==> src/rtl/lifo_defs_pkg.sv <==
// Shared definitions for the parameterised LIFO stack.
//   - Default geometry (WIDTH/DEPTH).
//   - Reset value of the registered pop output.
//   - Encoding of the {push, pop} request pair.
package lifo_defs_pkg;

    localparam int unsigned DEFAULT_WIDTH = 8;
    localparam int unsigned DEFAULT_DEPTH = 16;

    // Every bit of the registered pop output resets to this value.
    localparam logic OUT_RST_BIT = 1'b0;

    // Decode of {push, pop}.
    typedef enum logic [1:0] {
        OP_NONE = 2'b00,
        OP_POP  = 2'b01,
        OP_PUSH = 2'b10,
        OP_SWAP = 2'b11
    } op_e;

endpackage

==> src/rtl/lifo_mem.sv <==
// Storage array for the LIFO stack: DEPTH x WIDTH registers, not reset.
// Ports:
//   clk      clock
//   wr_en    write enable (synchronous)
//   wr_addr  write address
//   wr_data  write data
//   rd_addr  asynchronous read address
//   rd_data  asynchronous read data
module lifo_mem #(
    parameter int unsigned WIDTH = 8,
    parameter int unsigned DEPTH = 16,
    parameter int unsigned AW    = (DEPTH > 1) ? $clog2(DEPTH) : 1
) (
    input  logic             clk,
    input  logic             wr_en,
    input  logic [AW-1:0]    wr_addr,
    input  logic [WIDTH-1:0] wr_data,
    input  logic [AW-1:0]    rd_addr,
    output logic [WIDTH-1:0] rd_data
);

    logic [WIDTH-1:0] mem [DEPTH];

    always_ff @(posedge clk) begin
        if (wr_en) begin
            mem[wr_addr] <= wr_data;
        end
    end

    assign rd_data = mem[rd_addr];

endmodule

==> src/rtl/lifo_stack_param.sv <==
// Parameterised LIFO stack with occupancy count, threshold flags, sticky
// overflow/underflow, synchronous clear, combinational top-of-stack peek and
// simultaneous push+pop (replace-top).
// Ports:
//   clk           clock, rising edge
//   rst           asynchronous active-low reset
//   push, pop     stack requests; both together replace the top entry
//   clear         synchronous flush, overrides push/pop
//   datain        push data
//   out           registered pop data (one cycle after pop)
//   out_valid     out carries newly popped data this cycle
//   top           current top entry, 0 when empty
//   count         number of stored entries
//   full, empty, almost_full, almost_empty   occupancy flags
//   overflow      sticky: push while full
//   underflow     sticky: pop while empty
module lifo_stack_param
    import lifo_defs_pkg::*;
#(
    parameter int unsigned WIDTH     = DEFAULT_WIDTH,
    parameter int unsigned DEPTH     = DEFAULT_DEPTH,
    parameter int unsigned AF_THRESH = DEPTH - 2,
    parameter int unsigned AE_THRESH = 2,
    parameter int unsigned CW        = $clog2(DEPTH + 1)
) (
    input  logic             clk,
    input  logic             rst,
    input  logic             push,
    input  logic             pop,
    input  logic             clear,
    input  logic [WIDTH-1:0] datain,
    output logic [WIDTH-1:0] out,
    output logic             out_valid,
    output logic [WIDTH-1:0] top,
    output logic [CW-1:0]    count,
    output logic             full,
    output logic             empty,
    output logic             almost_full,
    output logic             almost_empty,
    output logic             overflow,
    output logic             underflow
);

    localparam int unsigned AW = (DEPTH > 1) ? $clog2(DEPTH) : 1;

    logic [CW-1:0]    sp_q, sp_d;
    logic [WIDTH-1:0] out_q, out_d;
    logic             vld_q, vld_d;
    logic             ovf_q, ovf_d;
    logic             unf_q, unf_d;

    logic             wr_en;
    logic [AW-1:0]    wr_addr;
    logic [AW-1:0]    top_idx;
    logic [WIDTH-1:0] rd_data;
    logic             is_full;
    logic             is_empty;
    op_e              op;

    assign op       = op_e'({push, pop});
    assign is_full  = (32'(sp_q) == DEPTH);
    assign is_empty = (sp_q == '0);
    // Guard the sp-1 index so an empty stack never reads out of range.
    assign top_idx  = is_empty ? '0 : AW'(sp_q - CW'(1));

    lifo_mem #(
        .WIDTH (WIDTH),
        .DEPTH (DEPTH),
        .AW    (AW)
    ) u_mem (
        .clk     (clk),
        .wr_en   (wr_en),
        .wr_addr (wr_addr),
        .wr_data (datain),
        .rd_addr (top_idx),
        .rd_data (rd_data)
    );

    always_comb begin
        sp_d    = sp_q;
        out_d   = out_q;
        vld_d   = 1'b0;
        ovf_d   = ovf_q;
        unf_d   = unf_q;
        wr_en   = 1'b0;
        wr_addr = AW'(sp_q);

        if (clear) begin
            sp_d  = '0;
            ovf_d = 1'b0;
            unf_d = 1'b0;
        end else begin
            unique case (op)
                OP_NONE: ;
                OP_PUSH: begin
                    if (is_full) begin
                        ovf_d = 1'b1;
                    end else begin
                        wr_en = 1'b1;
                        sp_d  = sp_q + CW'(1);
                    end
                end
                OP_POP: begin
                    if (is_empty) begin
                        unf_d = 1'b1;
                    end else begin
                        out_d = rd_data;
                        vld_d = 1'b1;
                        sp_d  = sp_q - CW'(1);
                    end
                end
                OP_SWAP: begin
                    vld_d = 1'b1;
                    if (is_empty) begin
                        // Bypass: the pushed word goes straight to out.
                        out_d = datain;
                    end else begin
                        out_d   = rd_data;
                        wr_en   = 1'b1;
                        wr_addr = top_idx;
                    end
                end
                default: ;
            endcase
        end
    end

    always_ff @(posedge clk or negedge rst) begin
        if (!rst) begin
            sp_q  <= '0;
            out_q <= {WIDTH{OUT_RST_BIT}};
            vld_q <= 1'b0;
            ovf_q <= 1'b0;
            unf_q <= 1'b0;
        end else begin
            sp_q  <= sp_d;
            out_q <= out_d;
            vld_q <= vld_d;
            ovf_q <= ovf_d;
            unf_q <= unf_d;
        end
    end

    assign out          = out_q;
    assign out_valid    = vld_q;
    assign top          = is_empty ? '0 : rd_data;
    assign count        = sp_q;
    assign full         = is_full;
    assign empty        = is_empty;
    assign almost_full  = (32'(sp_q) >= AF_THRESH);
    assign almost_empty = (32'(sp_q) <= AE_THRESH);
    assign overflow     = ovf_q;
    assign underflow    = unf_q;

endmodule

==> config.mk <==
export PLATFORM = sky130hd
export DESIGN_NAME = lifo_stack_param
export DESIGN_NICKNAME = d
export VERILOG_FILES = /design/src/rtl/lifo_defs_pkg.sv /design/src/rtl/lifo_mem.sv /design/src/rtl/lifo_stack_param.sv
export SDC_FILE = /design/constraint.sdc
export NUM_CORES = 1
export LEC_CHECK = 0
export ABC_AREA = 0
export BUFFER_PORTS_ARGS = -buffer_cell sky130_fd_sc_hd__buf_2
export CORE_AREA = 2 2 109 111
export DETAILED_ROUTE_END_ITERATION = 8
export DIE_AREA = 0 0 111 113
export GPL_TIMING_DRIVEN = 0
export PLACE_DENSITY = 0.74
export SETUP_SLACK_MARGIN = 0.4
export SYNTH_ARGS = -nofsm -noshare
export SYNTH_HDL_FRONTEND = slang
export SYNTH_SLANG_ARGS = --single-unit
export TNS_END_PERCENT = 20
==> constraint.sdc <==
create_clock -name clk -period 2.9 [get_ports clk]
set_input_delay 0.29 -clock clk [delete_from_list [all_inputs] [get_ports clk]]
set_output_delay 0.29 -clock clk [all_outputs]
set_load 0.005 [all_outputs]
Word-level counts from Yosys, hierarchy flattened:

Memory sizes are Yosys's and may differ from the RTL's.
Cells that the tools add are included.

* register bits after elaboration: 16
* memory bits (writable): 128
* bits of input ports: 13
* output and inout bits: 28
* logic and storage cells: 55
* memories: 1

* $add $sub $neg: 2
* order comparisons: 2
* equality and inequality tests: 7
* muxes and demuxes: 26
* bitwise gates (word level): 1
* reductions and logical operators: 11

Memory list
* u_mem.mem: depth 16, bits a word 8, read ports 1, clocked after Yosys merged registers in 0, write ports 1, line lifo_mem.sv:22 `logic [WIDTH-1:0] mem [DEPTH];`

Operator list (number)
* $mux 8: 3
* $mux 4: 4
* $pmux 8 s2: 1
* $mux 5: 3
* $mux 1: 12
* $pmux 5 s2: 1
* $reduce_bool 2->1: 5
* $ne 3x3->1 const B: 2
* $reduce_and 3->1: 2
* $add 5x1->5 const B: 1
* $eq 5x5->1 const B: 1
* $ge 5x4->1 const B: 1
* $le 5x2->1 const B: 1
* $logic_not 5->1: 1
* $sub 5x1->5 const B: 1
* $eq 2x2->1 const B: 2
* $pmux 1 s2: 2
* $reduce_and 2->1: 2
* $reduce_bool 3->1: 1
* $eq 2x1->1 const B: 1
* $ne 2x2->1 const B: 1
* $not 1->1: 1

Depth between registers and ports, before layout:

Gate-level depths: netlist (run 1).

* depth after elaboration: 6
* depth in mapped cells: 12
* depth with buffers taken out: 10

Hierarchy:

A second synthesis (run 1) with hierarchy kept.

* cell total of the unflattened synthesis: 351
* area, all modules: 6168.4 um^2

Modules (own cells, without submodules)
* lifo_mem: times used 1, cells an instance 221, area an instance 4987.3 um^2
* lifo_stack_param: times used 1, cells an instance 130, area an instance 1181.1 um^2

Worst setup path before layout (run 1):

OpenSTA, ideal clock, no wires.

* path kind: register to output
* start point: register sp_q[1], in the netlist count[1]
* end point: output port top[1]
* arrival: 2.956 ns
* slack: -0.346 ns
* stages on the path, launching flop included: 13
* path buffers: 3
* cell sequence: dfrtp_1 > buf_2 > inv_1 > ha_1 > and2b_2 > nand3_4 > ha_1 > buf_1 > buf_2 > mux4_1 > a22o_1 > a221oi_2 > nor2_1

* longest elaborated chain between the ends: 4

Ends and longest elaborated chain
* from (decl): line lifo_stack_param.sv:46 `logic [CW-1:0] sp_q, sp_d;`
* from (signal assigned): line lifo_stack_param.sv:136 `sp_q <= sp_d;`
* $sub 5x1->5 or $logic_not 5->1 (tied branches)
* $mux 4: line lifo_stack_param.sv:64 `assign top_idx = is_empty ? '0 : AW'(sp_q - CW'(1));`
* $mem_v2 16x8
* $mux 8 *: line lifo_stack_param.sv:146 `assign top = is_empty ? '0 : rd_data;`
* to (decl): line lifo_stack_param.sv:34 `output logic [WIDTH-1:0] top,`

Every way passes the cells marked *; elsewhere a longest branch is shown, timed or not.

Worst setup path after layout (run 1):

* start point: register sp_q[1], in the netlist count[1]
* end point: memory u_mem.mem[14][0], enable pin

* longest elaborated chain between the ends: 6

Ends and longest elaborated chain (line)
* parallel branches: the longest is 6 deep, another holds $sub 5x1->5
* to (decl): lifo_mem.sv:22

Several ways; the timed one is not identified.

==> results.tsv, run 1 <==
stage	metric	value	unit
synth	postSynthAreaPerCell	17.6	um2
worst_setup_path	reg2reg_depth	9	
cts	cts_tree	built	
synth	synth_nets	357	
synth	ys_async_sr_fraction	0.111	
cts	path_clk_slew	0.06	ns
synth	yosys_warnings	0	
power	cellLeakagePower	2.58	nW
hold_path	min_path_cells	3	
global_route	grt_max_degree	18	
die	io_pins	41	
cts	cts_made_buffers	17	
worst_setup_path	cp.required	2.94	ns
power	vdd_drop_max	0.663	mV
global_route	antenna_found_initial	0	
synth	netlist_area	5980	um2
sta	clock_skew	0.00830	ns
synth	synth-edff-count	128	
cells_and_area	utilization	0.651	
global_route	grtUsageMet2	0.378	
synth	synth_area_leaders	edfxtp_1 64%, mux4_2 11%, dfrtp_1 6.7%, nor2_1 2.4%, mux4_1 1.8%	
status	violations	setup timing	
global_route	grt_first_pass_wirelength	21000	um
sta	period_share	1.18	
sta	setup_slack	-0.514	ns
worst_setup_path	crit_chain	buf_6 > inv_4 > ha_4 > and2b_2 > nand3_4 > nor2_1 > a22oi_1 > a2bb2oi_1 > nor2_1	
drt	vias	3636	
cts	cts_root_buf	clkbuf_16	
worst_setup_path	arrival	3.46	ns
die	dieArea	12500	um2
die	die_h	113	um
synth	synth_top_area_frac	0.643	
global_route	overflow	0	
status	run_status	complete, but fails checks	
worst_setup_path	crit_path_max_fanout	10	
die	rows	39	
sta	max_freq	0.293	GHz
global_route	grt_usage	0.231	
cells_and_area	drive_above_1_share	0.384	
synth	ys_ff_latch	144	
place	post-dp-hpwl	8160	um
worst_setup_path	crit_top_cell	nor2_1	
power	power.total	6.16	mW
sta	finalCriticalPeriod	3.41	ns
worst_setup_path	criticalPathCategory	flop to flop	
global_route	grt_util_met1	0.299	
worst_setup_path	cp_slowest_cell	nor2_1	
synth	yosysSeqAreaShare	0.709	
cts	clock_sinks	144	
drt	dr.pass1.iters	7	
die	coreArea	11300	um2
place	port-buffer-count	39	
flow_run	cap_violations	0	
global_route	first_global_vias	3664	
global_route	met3_usage	0.0520	
worst_setup_path	crit_path_start_kind	flop	
power	cellPowerDensity	840	nW/um2
cts	htree_levels	4	
synth	yosysTopAreaCell	edfxtp_1	
drt	antenna_left	0	
cells_and_area	fin_nets	441	
drt	viasPerCell	6.27	
sta	tightestPinTransition	1.06	ns
synth	ys.flop_type	edfxtp_1	
drt	drc	0	
cells_and_area	n_antenna_cell	0	
sta	setup_viol	136	
cts	cts.path.max_buffers	2	
synth	syn_inst	340	
worst_setup_path	slowest_delay	0.84	ns
sta	rsz0062_at_grt	true	
hold_path	hp-class	primary input to flop	
cts	insertion_delay	0.42	ns
synth	synthDistinctLibCells	44	
global_route	top_usage_layer	met2	
cells_and_area	synthToLayoutAreaGrowth	22.7	%
sta	hold_violations	0	
place	place.gp.congestion	0.910	
die	die_x	111	um
sta	setup_tns	-49.87	ns
drt	wl_per_cell	24.3	um
worst_setup_path	endpoint_kind	flop	
sta	max_slew_margin	0.292	
drt	drt_wl_total	14100	um
sta	drv_slew	0	
die	initial_core_util	0.531	
drt	drt_iter0_drc	366	
==> registers in the layout (all words and copies together), names as in the netlist <==
name	cells
overflow	1
underflow	1
out_valid	1
u_mem.mem	128
out	8
count	5
==> layer usage <==
metal / vias to the layer above / share of wire
li1: 1548 / -
met1: 1822 / 0.39
met2: 213 / 0.49
met3: 53 / 0.076
met4: 0 / 0.039
met5: - / 0
==> report_power, final <==
| group | total, mW | internal (mW) | leakage [nW] | switching, mW |
|---|---|---|---|---|
| sequential | 2.40 | 2.35 | 1.36 | 0.0467 |
| combinational | 1.84 | 0.958 | 0.962 | 0.880 |
| clock | 1.92 | 1.08 | 0.252 | 0.845 |
==> per-stage QoR <==
step,cells,hold WS [ns],instance area (um2),worst slack (ns)
floorplan,340,-0.00559,6040,0.182
global placement,522,0.236,6420,-0.567
detailed placement,522,0.243,6420,-0.670
CTS,575,0.201,7240,-0.445
global route,580,0.221,7340,-0.558
finish,580,0.220,7340,-0.514
==> synth_stat cells, types with 2 or more instances <==
master,n
inv_2,2
mux4_2,28
buf_1,2
xnor2_1,4
inv_1,9
a22o_1,11
buf_2,7
dfrtp_1,16
nand3_1,3
nor2_1,38
nor4_1,2
o22ai_1,3
a221oi_2,6
a2bb2oi_1,2
mux4_1,4
ha_1,4
clkbuf_1,4
nor3_1,4
o21ai_0,4
nand2b_1,3
a22oi_1,10
edfxtp_1,128
mux2i_1,2
a21oi_1,3
nand2_1,9
nor2b_1,2
o21ai_1,12
a31oi_1,2
==> critical path: cells and delay by family, from the launching register on <==
| family | cells | cell delay (ns) |
|---|---|---|
| simple gates | 4 | 1.84 |
| compound gates | 2 | 0.47 |
| fa+ha+maj | 1 | 0.13 |
| flops | 1 | 0.40 |
| buf+inv | 2 | 0.19 |
==> timing repair <==
item                                    CTS  global route
hold endpoints to repair                 16             0
gates cloned                              2             1
resized for setup                        25            10
setup buffers                            18             4
hold buffers                              1             0
endpoints found under the setup margin  145           145
pin swaps                                17             5
==> area by class of cell <==
| class | count | area, um2 |
|---|---|---|
| Sequential cell | 144 | 4240 |
| Timing Repair Buffer | 65 | 470 |
| Clock inverter | 15 | 95.1 |
| Inverter | 11 | 51.3 |
| Fill cell | 737 | 3940 |
| Tap cell | 143 | 179 |
| Buffer | 14 | 144 |
| Multi-Input combinational cell | 171 | 1730 |
| Clock buffer | 17 | 425 |
==> logic make-up after synthesis <==
family | after synthesis | share of synthesized area
AO/OA/AOI/OAI | 61 | 0.0784
multiplexers | 34 | 0.126
flip-flops | 144 | 0.709
XOR/XNOR | 5 | 0.00732
buffers and inverters | 25 | 0.0184
adder cells (fa/ha/maj) | 4 | 0.00837
AND/OR/NAND/NOR | 67 | 0.0517
==> worst paths after layout <==
kind,from,endpoint,slack (ns)
setup / recovery,count[1]$_DFFE_PN0P_,u_mem.mem[14][0]$_DFFE_PP_,-0.51
hold / removal,push,overflow$_DFFE_PN0P_,0.22
setup reg to reg,count[1]$_DFFE_PN0P_,u_mem.mem[14][0]$_DFFE_PP_,-0.51
hold reg to reg,out[1]$_DFFE_PN0P_,out[1]$_DFFE_PN0P_,0.52
max in group asynchronous,rst,out[6]$_DFFE_PN0P_,2.24
min in group asynchronous,rst,count[1]$_DFFE_PN0P_,0.35
==> cell usage in the layout, fill, tap and decap left out, types with 5 or more instances in the layout <==
cell type and count:
mux4_2 32, nand2_1 9, edfxtp_1 128, o21ai_1 9, buf_6 5, clkbuf_16 18, inv_1 7, a22oi_1 10
buf_4 21, nor2_1 27, clkinv_2 7, buf_2 39, a22o_1 11, dfrtp_1 16, nor2_2 11
No activity file was read; power rests on OpenSTA's default activity.
==> run 2, diff against run 1 <==
- CORE_AREA: 2 2 109 111 -> 2 2 108 110
- DIE_AREA: 0 0 111 113 -> 0 0 110 112
- PLACE_DENSITY: 0.74 -> 0.72
- clock period: 2.9 -> 4.2 ns (I/O delays scaled with it)
==> results.tsv, run 2 (synthesis gave the netlist of run 1 again) <==
stage	metric	value	unit
drt	vias	3476	
sta	setup_viol	0	
cells_and_area	synthToLayoutAreaGrowth	20.4	%
global_route	grt_usage	0.222	
sta	period_share	0.879	
worst_setup_path	arrival	3.27	ns
cts	path_clk_slew	0.06	ns
power	vdd_drop_max	0.268	mV
drt	drc	0	
worst_setup_path	criticalPathCategory	flop to primary output	
cells_and_area	drive_above_1_share	0.333	
die	die_x	110	um
cts	cts_made_buffers	17	
sta	max_slew_margin	0.198	
die	dieArea	12300	um2
sta	finalCriticalPeriod	3.69	ns
cells_and_area	multi_input_area	1630	um2
cts	cts.path.max_buffers	2	
power	cellLeakagePower	2.55	nW
global_route	grt_max_degree	18	
die	coreArea	11200	um2
sta	drv_slew	0	
die	initial_core_util	0.535	
drt	antenna_left	0	
cells_and_area	regArea	4240	um2
worst_setup_path	endpoint_kind	primary output	
cells_and_area	final_cell_mix	128 x edfxtp_1, 40 x buf_2, 37 x nor2_1	
cells_and_area	fill_cells	756	
sta	hold_violations	0	
cts	cts_tree	built	
cells_and_area	largest_register_ffs	128	
cells_and_area	n_antenna_cell	0	
sta	tightestPinTransition	1.20	ns
place	place_area	6360	um2
worst_setup_path	cp.required	3.78	ns
cells_and_area	top_register	u_mem.mem	
drt	dr.pass1.iters	5	
drt	wl_per_cell	22.9	um
cells_and_area	utilization	0.645	
sta	max_freq	0.271	GHz
place	post-dp-hpwl	8040	um
status	run_status	finished clean	
power	cellPowerDensity	596	nW/um2
sta	rsz0062_at_grt	false	
cells_and_area	final_common_cell	edfxtp_1	
drt	drt_wl_total	13100	um
cts	htree_levels	4	
hold_path	hp-class	primary input to flop	
cts	insertion_delay	0.42	ns
die	io_pins	41	
sta	clock_skew	0.0101	ns
place	place.gp.congestion	0.906	
global_route	antenna_found_initial	0	
power	power.total	4.29	mW
cells_and_area	fin_nets	433	
global_route	first_global_vias	3354	
die	rows	39	
cts	clock_sinks	144	
global_route	overflow	0	
place	dp_cells	522	
cells_and_area	finalInstanceArea	7200	um2
cts	cts_root_buf	clkbuf_16	
place	port-buffer-count	39	
worst_setup_path	crit_path_start_kind	flop	
drt	viasPerCell	6.08	
global_route	grt_first_pass_wirelength	19300	um
worst_setup_path	crit_path_max_fanout	6	
drt	drt_iter0_drc	421	
cells_and_area	finalNonFillerCells	572	
die	die_h	112	um
flow_run	cap_violations	0	
sta	setup_tns	0	ns
run 2: cell type report:
class | instances | share of cell area
buffer | 14 | 0.0165
clock buffer | 18 | 0.0610
clock inverter | 14 | 0.0250
inverter | 11 | 0.00625
multi-input combinational | 171 | 0.227
sequential | 144 | 0.589
tap | 143 | 0.0248
timing repair buffer | 57 | 0.0504
run 2: layer usage:
metal	global-route usage	wire, um	part of all wire	vias up
met5	0	0	0	-
met4	0.0776	206	0.016	0
met3	0.0550	1090	0.083	21
met2	0.335	6300	0.48	183
met1	0.317	5480	0.42	1740
li1	-	-	-	1532
run 2: through the flow:
stage	hold slack [ns]	setup slack, ns
after floorplan	0.124	0.824
after global placement	0.356	0.259
after detailed placement	0.368	0.158
after CTS	0.328	0.405
after global routing	0.373	0.396
final	0.343	0.509
run 2: timing repair:
action,in CTS,in global routing
hold endpoints to repair,16,0
hold buffers,1,0
buffers inserted,4,12
cloned,0,1
setup endpoints to repair,8,8
resized for setup,17,8
pin swaps,0,1
run 2: path summary, 6_finish.rpt:
| kind | start | to | slack [ns] | cells past startpoint |
|---|---|---|---|---|
| min in group asynchronous | rst | count[4]$_DFFE_PN0P_ | 0.49 | 2 |
| worst max-delay path | count[0]$_DFFE_PN0P_ | top[2] | 0.51 | 14 |
| worst max register to register | count[1]$_DFFE_PN0P_ | u_mem.mem[4][0]$_DFFE_PP_ | 0.72 | 9 |
| max in group asynchronous | rst | out[0]$_DFFE_PN0P_ | 3.42 | 2 |
| worst min-delay path | push | overflow$_DFFE_PN0P_ | 0.34 | 3 |
| worst min register to register | out[0]$_DFFE_PN0P_ | out[0]$_DFFE_PN0P_ | 0.51 | 2 |
run 2: power breakdown:
| group | internal, mW | switching [mW] |
|---|---|---|
| Clock | 0.962 | 0.602 |
| Combinational | 0.533 | 0.539 |
| Sequential | 1.62 | 0.0308 |
| Total | 3.12 | 1.17 |
run 2: worst max-delay path: stages, from the launching register on:
cell and delay, ns:
dfrtp_1 0.36, buf_6 0.12, clkinvlp_4 0.10, ha_4 0.18
and2b_2 0.22, nand3_4 0.12, ha_2 0.19, buf_6 0.15
buf_12 0.13, buf_12 0.10, mux4_2 0.49, a22o_1 0.23
a221oi_2 0.23, nor2_1 0.07, buf_2 0.15
